## config.mk

```make
export PLATFORM = sky130hd
export DESIGN_NAME = simon_sequence_player
export DESIGN_NICKNAME = d
export VERILOG_FILES = /design/src/rtl/simon_pkg.sv /design/src/rtl/simon_tick_timer.sv /design/src/rtl/simon_sequence_player.sv
export SDC_FILE = /design/constraint.sdc
export NUM_CORES = 1
export LEC_CHECK = 0
export ABC_AREA = 0
export BUFFER_PORTS_ARGS = -buffer_cell sky130_fd_sc_hd__buf_2
export CORE_UTILIZATION = 54
export DETAILED_ROUTE_END_ITERATION = 7
export PLACE_DENSITY = 0.76
export SLEW_MARGIN = 20
export SYNTH_ARGS = -nofsm -noshare
export SYNTH_HDL_FRONTEND = slang
export SYNTH_SLANG_ARGS = --single-unit
```

## constraint.sdc

```tcl
create_clock -name clock -period 2.5 [get_ports clock]
set_clock_uncertainty 0.2 [all_clocks]
set_input_delay 0.25 -clock clock [delete_from_list [all_inputs] [get_ports clock]]
set_output_delay 0.25 -clock clock [all_outputs]
set_load 0.005 [all_outputs]
```

## src/rtl/simon_pkg.sv

```systemverilog
// Shared types and constants for the Simon sequence player.
package simon_pkg;

    typedef enum logic [3:0] {
        StIdle,
        StLoad,
        StWaitSeq,
        StShowOn,
        StShowOff,
        StInput,
        StNext,
        StWin,
        StLose
    } state_e;

    localparam int unsigned MAX_ROUNDS = 4;
    localparam int unsigned STEP_W     = 2;

    function automatic logic [3:0] colour_onehot(input logic [1:0] colour);
        return 4'b0001 << colour;
    endfunction

endpackage

```

## src/rtl/simon_tick_timer.sv

```systemverilog
// Interval timer: counts up from 0 after a load and flags the terminal count limit_i-1.
module simon_tick_timer #(
    parameter int unsigned Width = 8
) (
    input  logic             clk_i,
    input  logic             rst_i,
    input  logic             load_i,
    input  logic [Width-1:0] limit_i,
    output logic             done_o
);

    logic [Width-1:0] count_q, count_d;

    assign done_o = (count_q == limit_i - Width'(1));

    // Hold at terminal count so a long-lived state never wraps back to zero.
    always_comb begin
        count_d = count_q;
        if (load_i) begin
            count_d = '0;
        end else if (!done_o) begin
            count_d = count_q + Width'(1);
        end
    end

    always_ff @(posedge clk_i) begin
        if (rst_i) begin
            count_q <= '0;
        end else begin
            count_q <= count_d;
        end
    end

endmodule

```

## src/rtl/simon_sequence_player.sv

```systemverilog
// Simon game engine: latches a 4-step colour sequence, replays rounds 1..4 and checks presses.
// Define SIMON_TIMEOUT_EN to make an idle INPUT phase lose after TIMEOUT_TICKS cycles.
module simon_sequence_player
    import simon_pkg::*;
#(
    parameter int unsigned ON_TICKS      = 25_000_000,
    parameter int unsigned OFF_TICKS     = 12_500_000,
    parameter int unsigned TIMEOUT_TICKS = 300_000_000
) (
    input  logic       clock,
    input  logic       reset,
    input  logic       start,
    input  logic [7:0] seq_in,
    input  logic [3:0] buttons,
    output logic       seq_load,
    output logic [3:0] leds,
    output logic [2:0] round,
    output logic       busy,
    output logic       win,
    output logic       lose
);

    localparam int unsigned MaxShow = (ON_TICKS > OFF_TICKS) ? ON_TICKS : OFF_TICKS;
`ifdef SIMON_TIMEOUT_EN
    localparam int unsigned MaxTicks = (MaxShow > TIMEOUT_TICKS) ? MaxShow : TIMEOUT_TICKS;
`else
    localparam int unsigned MaxTicks = MaxShow;
`endif
    localparam int unsigned TimerW = $clog2(MaxTicks) + 1;

    if (ON_TICKS == 0 || OFF_TICKS == 0 || TIMEOUT_TICKS == 0) begin : g_bad_ticks
        $error("simon_sequence_player: tick parameters must be nonzero");
    end

    state_e              state_q, state_d;
    logic [7:0]          seq_q, seq_d;
    logic [2:0]          round_q, round_d;
    logic [STEP_W-1:0]   step_q, step_d;
    logic                start_q;
    logic                start_edge;
    logic                step_is_last;
    logic [3:0]          step_colour;
    logic                timer_load;
    logic                timer_done;
    logic [TimerW-1:0]   timer_limit;

    assign start_edge   = start & ~start_q;
    assign step_is_last = ({1'b0, step_q} == round_q - 3'd1);
    assign step_colour  = colour_onehot(seq_q[{step_q, 1'b0} +: 2]);

    always_comb begin
        timer_limit = TimerW'(ON_TICKS);
        case (state_q)
            StShowOff: timer_limit = TimerW'(OFF_TICKS);
`ifdef SIMON_TIMEOUT_EN
            StInput:   timer_limit = TimerW'(TIMEOUT_TICKS);
`endif
            default:   timer_limit = TimerW'(ON_TICKS);
        endcase
    end

    always_comb begin
        state_d    = state_q;
        seq_d      = seq_q;
        round_d    = round_q;
        step_d     = step_q;
        seq_load   = 1'b0;
        leds       = 4'b0000;
        timer_load = 1'b0;

        unique case (state_q)
            StIdle: begin
                if (start_edge) state_d = StLoad;
            end
            StLoad: begin
                seq_load = 1'b1;
                state_d  = StWaitSeq;
            end
            StWaitSeq: begin
                seq_d   = seq_in;
                round_d = 3'd1;
                step_d  = '0;
                state_d = StShowOn;
            end
            StShowOn: begin
                leds = step_colour;
                if (timer_done) state_d = StShowOff;
            end
            StShowOff: begin
                if (timer_done) begin
                    if (step_is_last) begin
                        step_d  = '0;
                        state_d = StInput;
                    end else begin
                        step_d  = step_q + STEP_W'(1);
                        state_d = StShowOn;
                    end
                end
            end
            StInput: begin
                // A press is evaluated before the timeout so a same-cycle press wins.
                if (buttons != 4'b0000) begin
                    if (buttons == step_colour) begin
                        if (step_is_last) begin
                            state_d = StNext;
                        end else begin
                            step_d     = step_q + STEP_W'(1);
                            timer_load = 1'b1;
                        end
                    end else begin
                        state_d = StLose;
                    end
                end
`ifdef SIMON_TIMEOUT_EN
                else if (timer_done) begin
                    state_d = StLose;
                end
`endif
            end
            StNext: begin
                if (round_q == 3'(MAX_ROUNDS)) begin
                    state_d = StWin;
                end else begin
                    round_d = round_q + 3'd1;
                    step_d  = '0;
                    state_d = StShowOn;
                end
            end
            StWin, StLose: begin
                if (start_edge) state_d = StLoad;
            end
            default: state_d = StIdle;
        endcase

        if (state_d != state_q) timer_load = 1'b1;
    end

    always_ff @(posedge clock) begin
        if (reset) begin
            state_q <= StIdle;
            seq_q   <= '0;
            round_q <= '0;
            step_q  <= '0;
            start_q <= 1'b0;
        end else begin
            state_q <= state_d;
            seq_q   <= seq_d;
            round_q <= round_d;
            step_q  <= step_d;
            start_q <= start;
        end
    end

    simon_tick_timer #(
        .Width (TimerW)
    ) u_timer (
        .clk_i   (clock),
        .rst_i   (reset),
        .load_i  (timer_load),
        .limit_i (timer_limit),
        .done_o  (timer_done)
    );

    assign round = round_q;
    assign busy  = (state_q != StIdle) && (state_q != StWin) && (state_q != StLose);
    assign win   = (state_q == StWin);
    assign lose  = (state_q == StLose);

endmodule

```

; After elaboration in Yosys (flattened, before gate mapping)
; Index checks and enable logic that the tools add are counted.
[op_classes]
bitwise = 2
reduce_logical = 11
eq_ne = 20
n_mux = 26
n_shift = 2
n_addsub = 5
[op_table]
columns = op, n
row1 = $mux 4, 7
row2 = $pmux 4 s7, 1
row3 = $add 26x1->26 const B, 1
row4 = $eq 26x26->1, 1
row5 = $sub 25x1->26 const B, 1
row6 = $mux 25, 1
row7 = $eq 4x3->1 const B, 4
row8 = $mux 2, 6
row9 = $reduce_bool 4->1, 3
row10 = $ne 2x2->1 const B, 5
row11 = $mux 3, 3
row12 = $eq 4x2->1 const B, 2
row13 = $pmux 2 s4, 1
row14 = $shiftx 8x4->2, 1
row15 = $mux 1, 6
row16 = $pmux 3 s2, 1
row17 = $reduce_and 6->1, 1
row18 = $eq 4x1->1 const B, 1
row19 = $eq 4x4->1, 1
row20 = $eq 4x4->1 const B, 1
row21 = $logic_not 4->1, 1
row22 = $ne 4x3->1 const B, 1
row23 = $ne 4x4->1, 1
row24 = $ne 4x4->1 const B, 1
row25 = other kinds (13), 14
[word_totals]
out_inout_bits = 11
inputBits = 15
regBits = 44

; Depth between registers and ports, before layout
; Gate-level depths: netlist of run 1.
[depth]
word_depth = 9
depth_mapped = 9

; Hierarchy
; A second synthesis of run 1 with hierarchy kept.
[unflattened]
hier_cells = 456
hier_area_um2 = 3513.4
[by_module_without_submodules]
columns = module, cells_per_inst, instances, seq_area_each_um2, area_each_um2
row1 = simon_tick_timer, 277, 1, 520.5, 2178.3
row2 = simon_sequence_player, 179, 1, 360.3, 1335.0

; Worst setup path after synthesis of run 1
; No wires, ideal clock.
[synth_path]
kind = reg2reg
from = reg round_q[0], in the netlist round[0]
to = reg u_timer.count_q[11]
setup_slack_ns = -0.017
n_path_buf = 1
t_arrival_ns = 2.239
setup_time_ns = 0.078
stages_incl_launch_ff = 10
path_cell_list = dfxtp_1 -> inv_1 -> ha_1 -> xnor2_1 -> nor3_1 -> o21ai_0 -> a21oi_1 -> o221ai_4 -> buf_6 -> nor3_1
[synth_between]
elab_chain_cells = 9
[synth_lines]
columns = item, line_no
row1 = "start, declared", simon_sequence_player.sv:37  ; logic [2:0] round_q, round_d;
row2 = "start signal, assigned", simon_sequence_player.sv:148  ; round_q <= round_d;
row3 = $sub 3x1->3, simon_sequence_player.sv:48  ; assign step_is_last = ({1'b0, step_q} == round_q - 3'd1);
row4 = $eq 2x3->1, simon_sequence_player.sv:48
row5 = $mux 4, simon_sequence_player.sv:104  ; if (step_is_last) begin
row6 = $mux 4, simon_sequence_player.sv:103  ; if (buttons == step_colour) begin
row7 = $mux 4, simon_sequence_player.sv:102  ; if (buttons != 4'b0000) begin
row8 = $pmux 4 s7, simon_sequence_player.sv:71  ; unique case (state_q)
row9 = $ne 4x4->1, simon_sequence_player.sv:135  ; if (state_d != state_q) timer_load = 1'b1;
row10 = $mux 1 *, simon_sequence_player.sv:135
row11 = $reduce_or 2->1 (no line) *, --
row12 = "end signal, assigned", simon_tick_timer.sv:30  ; count_q <= count_d;
row13 = "end, declared", simon_tick_timer.sv:12  ; logic [Width-1:0] count_q, count_d;
; Every way passes the cells marked *; elsewhere a longest branch is shown, timed or not.
; A chain may end at the register's enable or synchronous reset.

; Final worst setup path of run 1
[layout_path]
from = reg state_q[3]
to = reg u_timer.count_q[0]
[layout_between]
elab_chain_cells = 9
[layout_lines]
columns = item, line_no
row1 = "start, declared", simon_sequence_player.sv:35  ; state_e state_q, state_d;
row2 = "start signal, assigned", simon_sequence_player.sv:140  ; state_q <= StIdle;
row3 = "start signal, assigned", simon_sequence_player.sv:146  ; state_q <= state_d;
row4 = $eq 4x3->1, "simon_sequence_player.sv:53, simon_sequence_player.sv:71"
row5 = $mux 25, simon_sequence_player.sv:53  ; case (state_q)
row6 = $sub 25x1->26, simon_tick_timer.sv:14  ; assign done_o = (count_q == limit_i - Width'(1));
row7 = $eq 26x26->1, simon_tick_timer.sv:14
row8 = "$mux 4, on equally long branches", "simon_sequence_player.sv:90, simon_sequence_player.sv:87"
row9 = $pmux 4 s7, simon_sequence_player.sv:71
row10 = $ne 4x4->1, simon_sequence_player.sv:135
row11 = $mux 1, simon_sequence_player.sv:135
row12 = $reduce_or 2->1 (no line), --
; Parallel ways exist; a longest one is shown, timed or not.

==> results.cfg, run 1 <==
[synthesis]
synth_nets = 344
yosysUniqueCellTypes = 63
synthTopCellsByArea = dfxtp_1, nor3_1, xnor2_1
yosysMostFrequentCell = dfxtp_1
synth.ff_latch_count = 44
synthCells = 325
yosys-top-cells-count = dfxtp_1, nor3_1, nand2_1
syn_area_per_cell_um2 = 8.601
synth_ff_type = dfxtp_1
ys_seq_area_frac = 0.3151
synth_top_area_frac = 0.3151
synth_edf_count = 0
ys_async_sr_fraction = 0
ys_warn_count = 0
yosys.area.top_type = dfxtp_1
synth_area_mm2 = 0.002795

[worst_setup_path]
cpMaxStageDelayCell = or3_1
cp_common_cell = buf_4
crit_chain = nor4b_4 > buf_4 > buf_4 > nand4b_1 > or3_1 > o211a_1 > o221ai_4 > buf_12 > clkbuf_16 > nor3_1
slowest_delay_ps = 380
critPathKind = flip-flop to flip-flop
cp_top_family = simple AND/OR/NAND/NOR gates
crit_path_end_kind = flip-flop
required_ps = 2480
startpoint_type = flip-flop
critPathBufInv = 4
arrival_ps = 2460
crit_fanout = 7

[floorplanning]
pin_count = 26
fp.dieH_um = 73.95
num_rows = 25
dieArea_mm2 = 0.005468
start_util = 0.5765
fp.coreArea_mm2 = 0.004848
die_w_um = 73.95

[timing]
slew_headroom = 0.6100
finalMaxSlewViolations = 0
timing_hold_violations_final = 0
clock.fmax_mhz = 403.8
hold_ws_ps = 3.748
period_share = 0.9906
final.min_clock_period_ps = 2477
setup_violations = 0
tightestPinTransition_ps = 579.6

[route]
vias_per_cell = 6.015
ant_nets = 0
vias = 2719
drc_errors = 0
drt-pass1-iter-count = 5
wl_um = 7425
drt_first_iter_violations = 301
avgRoutedWirePerCell_um = 16.43

[final_layout]
fin_nets = 405
stdcell_area_mm2 = 0.003528
num-fill-cells = 361
diodes = 0
drive_gt1_frac = 0.2675
instances_no_fill = 452
syn_to_final_growth_pct = 26.23

[clocking]
cts-root-buf = clkbuf_8
cts.reportedPaths.clkPinSlew_ps = 80
clock_path_buffers = 2
cts_tree = done
cts_buffers = 5
h-tree-depth = 2
clkLatencyLatePin_ps = 290
cts.sinks = 44

[pwr]
power_density_mw_per_mm2 = 528.5
finalPower_uw = 1865
p_leak_uw = 0.001249
vdd_drop_max_mv = 0.3446

[grt]
grt_start_max_net_pins = 27
grt_pass1_wl_um = 11430
grt.total_usage = 0.2719
grt_pass1_vias = 2429
antenna_found_initial = 0
use_met3 = 0.04336
use_met2 = 0.4152
grt_busiest_layer = met2
grt_use_met1 = 0.3933
grt_overflow = 0

[place]
dp_cells = 430
place_area_mm2 = 0.003152
portBuffers = 25
dp_hpwl_um = 4804
place.gp.congestion = 0.9316

[flow_run]
cap_violations = 0

[status]
status = finished clean

[worst_hold_path]
hold_path.class = primary input to flip-flop
==> power breakdown <==
part / switching [uW] / total [uW] / leakage [uW] / internal, uW
clock network: 235 / 522 / 0.0000501 / 287
registers: 29.7 / 767 / 0.000360 / 738
logic: 315 / 576 / 0.000839 / 261
total: 579 / 1860 / 0.00125 / 1290
==> placed cells by master (no fill, tap or decap), types with 4 or more instances in the layout <==
| cell | instances |
|---|---|
| a211oi_1 | 5 |
| a21oi_1 | 14 |
| and3_1 | 7 |
| buf_2 | 25 |
| buf_4 | 31 |
| clkbuf_8 | 5 |
| dfxtp_1 | 38 |
| dfxtp_2 | 5 |
| dlygate4sd3_1 | 6 |
| inv_1 | 11 |
| mux2i_1 | 7 |
| nand2_1 | 35 |
| nand2b_1 | 7 |
| nand3_1 | 16 |
| nand4_1 | 6 |
| nor2_1 | 10 |
| nor2b_1 | 6 |
| nor3_1 | 35 |
| nor3_2 | 4 |
| nor3b_1 | 5 |
| nor4_1 | 5 |
| o21ai_0 | 4 |
| or3_1 | 4 |
| xnor2_1 | 18 |
| xor2_1 | 10 |
==> layout make-up <==
cell class              instances  area (um^2)  share of cell area
inverters                      11        41.29             0.01170
repair buffers                 68        539.3              0.1528
well taps                      67        83.83             0.02376
multi-input cells             256         1874              0.5312
flip-flops and latches         44        890.9              0.2525
clock buffers                   5        68.82             0.01950
clock inverters                 1        30.03            0.008511
==> worst register-to-register path, cell delays in order (launching register included) <==
cell and delay [ps]:
dfxtp_1 350, nor4b_4 290, buf_4 190, buf_4 130, nand4b_1 100, or3_1 380
o211a_1 170, o221ai_4 200, buf_12 160, clkbuf_16 150, nor3_1 50
==> registers in the layout (all words and copies together), names as in the netlist <==
register	cells
seq_q	8
u_timer.count_q	26
round	3
state_q	4
start_q	1
step_q	2
==> path summary, 6_finish.rpt <==
path	start	to	slack, ps	cells after the start
worst max-delay path	state_q[3]	u_timer.count_q[0]	20	10
worst min-delay path	seq_in[6]	seq_q[6]	4	3
worst max register to register	state_q[3]	u_timer.count_q[0]	20	10
worst min register to register	seq_q[1]	seq_q[1]	260	2
==> per-stage QoR <==
stage               utilization  TNS [ps]  setup WS [ps]
finish                   0.7277         0          23.40
global route             0.7277     -1033         -67.15
CTS                      0.6857         0          10.41
detailed placement       0.6501    -4.348         -2.917
global placement         0.6501         0          26.30
floorplan                     -         0          80.00
==> cells by family after synthesis <==
logic type,after synthesis,share of synthesized area
fa+ha+maj,4,0.01791
mux,10,0.04521
xor+xnor,28,0.08773
flops,44,0.3151
simple gates,159,0.3227
compound gates,55,0.1661
buf+inv,25,0.04521
==> what timing repair did <==
action	CTS	global route
pin swaps	0	8
endpoints found under the setup margin	25	29
buffers inserted	0	7
cloned	0	3
resized for setup	2	19
hold buffers	6	0
hold endpoints to repair	6	0
==> layer usage <==
layer,wire length (um),up-vias
met5,0,-
met4,104,0
met3,445,12
met1,3466,1279
met2,3408,108
li1,-,1320
No activity file was read; power rests on OpenSTA's default activity.
==> run 2: changes to the inputs <==
--- a/config.mk
+++ b/config.mk
@@ -7,10 +7,12 @@
 export LEC_CHECK = 0
 export ABC_AREA = 0
 export BUFFER_PORTS_ARGS = -buffer_cell sky130_fd_sc_hd__buf_2
-export CORE_UTILIZATION = 54
+export CORE_UTILIZATION = 55
 export DETAILED_ROUTE_END_ITERATION = 7
-export PLACE_DENSITY = 0.76
+export GPL_TIMING_DRIVEN = 0
+export PLACE_DENSITY = 0.77
 export SLEW_MARGIN = 20
 export SYNTH_ARGS = -nofsm -noshare
 export SYNTH_HDL_FRONTEND = slang
+export SYNTH_HIERARCHICAL = 1
 export SYNTH_SLANG_ARGS = --single-unit
==> run 2 against run 1 <==
The run now ends with negative setup slack left. Clock power decreased by 17%. Critical path depth increased by 11. Sequential share of layout area decreased by 6.3 points. Sequential power decreased by 4.2%. Largest cell class unchanged. Combinational power decreased by 35%. Non-clock buffer count increased by 24. Power decreased by 17%. Utilization increased by 5.6 points. Synthesized cell count increased by 40%.
==> results.cfg, run 2 <==
[worst_setup_path]
reg2reg_to = u_timer/count_q[19]
arrival_ps = 4030
startpoint_type = flip-flop
critPathKind = flip-flop to flip-flop
crit_path_end_kind = flip-flop
worstReg2RegStart = state_q[3]
crit_start = state_q[3]
cp-endpoint = u_timer/count_q[19]
ff2ff_path_depth = 21
regToRegSetupSlack_ps = -1490
required_ps = 2540
crit_fanout = 6

[synthesis]
synth.ff_latch_count = 44
yosysUniqueCellTypes = 71
synth_edf_count = 0
synth_area_mm2 = 0.003513
yosys.area.top_type = dfxtp_1
ys_warn_count = 6
yosysMostFrequentCell = dfxtp_1
synthTopCellsByArea = dfxtp_1, xnor2_1, a21oi_1
synth_top_area_frac = 0.2507
ys_async_sr_fraction = 0
ys_seq_area_frac = 0.2507
synthCells = 456
syn_area_per_cell_um2 = 7.705
synth_ff_type = dfxtp_1
yosys-top-cells-count = dfxtp_1, nand2_1, a21oi_1

[final_layout]
syn_to_final_growth_pct = 34.40
stdcell_area_mm2 = 0.004722
drive_gt1_frac = 0.2568
layout_common_cells = conb_1, dfxtp_1, nand2_1, nor2_1, buf_4
fin_nets = 604
num-fill-cells = 450
utilization = 0.7836
multi_input_comb_area_mm2 = 0.002869
regMostFlops = u_timer/count_q
largest_reg_flops = 26
diodes = 0
final_common_cell = conb_1
seq_area_um2 = 893.4
reg_top3 = u_timer/count_q (26), seq_q (8), state_q (4)

[grt]
grt_overflow = 0
grt_start_max_net_pins = 13
grt_pass1_wl_um = 16240
grt.total_usage = 0.3197
antenna_found_initial = 0
grt_pass1_vias = 3572

[worst_hold_path]
hold_path.class = primary input to flip-flop

[timing]
tightestPinTransition_ps = 575.0
rsz0062_at_grt = true
timing_hold_violations_final = 0
finalMaxSlewViolations = 0
fin_tns_setup_ps = -43280
clock.fmax_mhz = 250.3
setup_slack_ps = -1494
period_share = 1.598
hold_ws_ps = 50.42
final.min_clock_period_ps = 3994
setup_violations = 31
slew_headroom = 0.6146

[clocking]
cts.sinks = 44
cts_buffers = 5
clkLatencyLatePin_ps = 300
cts.reportedPaths.clkPinSlew_ps = 90
cts-root-buf = clkbuf_8
cts_tree = done
clock_path_buffers = 2
h-tree-depth = 2

[flow_run]
cap_violations = 0

[route]
avgRoutedWirePerCell_um = 16.01
vias = 3923
ant_nets = 0
vias_per_cell = 5.953
drt_first_iter_violations = 200
drt-pass1-iter-count = 7
drc_errors = 0
wl_um = 10550

[floorplanning]
fp.dieH_um = 81.93
dieArea_mm2 = 0.006712
num_rows = 28
start_util = 0.5831
pin_count = 26
die_w_um = 81.93
fp.coreArea_mm2 = 0.006026

[pwr]
power_density_mw_per_mm2 = 326.8
p_leak_uw = 0.001744
vdd_drop_max_mv = 0.3380

[place]
place_area_mm2 = 0.003979
portBuffers = 25
dp_hpwl_um = 6625
dpl_worst_slack_ps = -2454
place.gp.congestion = 0.9167

[status]
violations = negative setup slack
status = complete, but fails checks
-- run 2: layout make-up --
type,count,area share
Multi-Input combinational cell,428,0.6076
Sequential cell,44,0.1892
Timing Repair Buffer,70,0.1166
Buffer,22,0.03842
Tap cell,75,0.01987
Clock buffer,6,0.01537
Inverter,12,0.01033
Timing Repair inverter,1,0.001590
Clock inverter,1,0.001060
-- run 2: cells by family after synthesis --
| group | share of synthesized area |
|---|---|
| XOR/XNOR | 0.1022 |
| flip-flops | 0.2507 |
| multiplexers | 0.03668 |
| AND/OR/NAND/NOR | 0.3280 |
| other | 0.002138 |
| buffers and inverters | 0.05270 |
| adder cells (fa/ha/maj) | 0.01781 |
| AO/OA/AOI/OAI | 0.2098 |
-- run 2: repair_timing --
| item | 4_1_cts | 5_1_grt |
|---|---|---|
| buffers inserted | 22 | 11 |
| gates cloned | 5 | 0 |
| setup endpoints to repair | 31 | 35 |
| hold buffers | 8 | 1 |
| hold endpoints to repair | 8 | 1 |
| pin swaps | 10 | 23 |
| gates resized for setup | 37 | 33 |
-- run 2: metal layers --
layer,share of wire,vias to the layer above,GRT usage
li1,-,1904,-
met1,0.41,1842,0.3394
met2,0.50,137,0.5959
met3,0.052,40,0.05444
met4,0.040,0,0.1684
met5,0,-,0
-- run 2: worst max-delay path, cell delays in order (launching register included) --
cell,delay [ps]
dfxtp_2,330
inv_2,70
nand2_4,50
or3_4,410
clkinvlp_4,170
buf_6,130
xnor2_2,110
o21ai_1,100
a2111oi_2,370
o2111a_1,240
and4_4,260
buf_8,110
buf_12,100
nand2_2,50
nand2_2,70
a21oi_2,60
a21oi_2,180
o221a_2,220
o2111ai_2,120
or2_4,320
clkbuf_16,180
a21oi_2,110
-- run 2: stage by stage --
step	power [uW]	instances
final	1543	659
after CTS	1505	648
after global placement	1011	607
after detailed placement	1016	607
after global routing	1600	659
after floorplan	952.4	507
-- run 2: worst min path at each step --
stage / from / slack, ps / cells after the start / end
5_1_grt: reset / 70 / 3 / u_timer/count_q[13]
2_1_floorplan: start / 180 / 1 / start_q
6_report: reset / 50 / 3 / u_timer/count_q[13]
3_5_place_dp: seq_q[6] / 260 / 2 / seq_q[6]
4_1_cts: seq_in[0] / 3 / 3 / seq_q[0]
3_3_place_gp: seq_q[0] / 250 / 2 / seq_q[0]
-- run 2: where the power goes --
part	switching (uW)	leakage [uW]	total (uW)	internal [uW]
combinational	200	0.00134	374	174
sequential	18.7	0.000358	735	717
clock	243	0.0000410	434	191
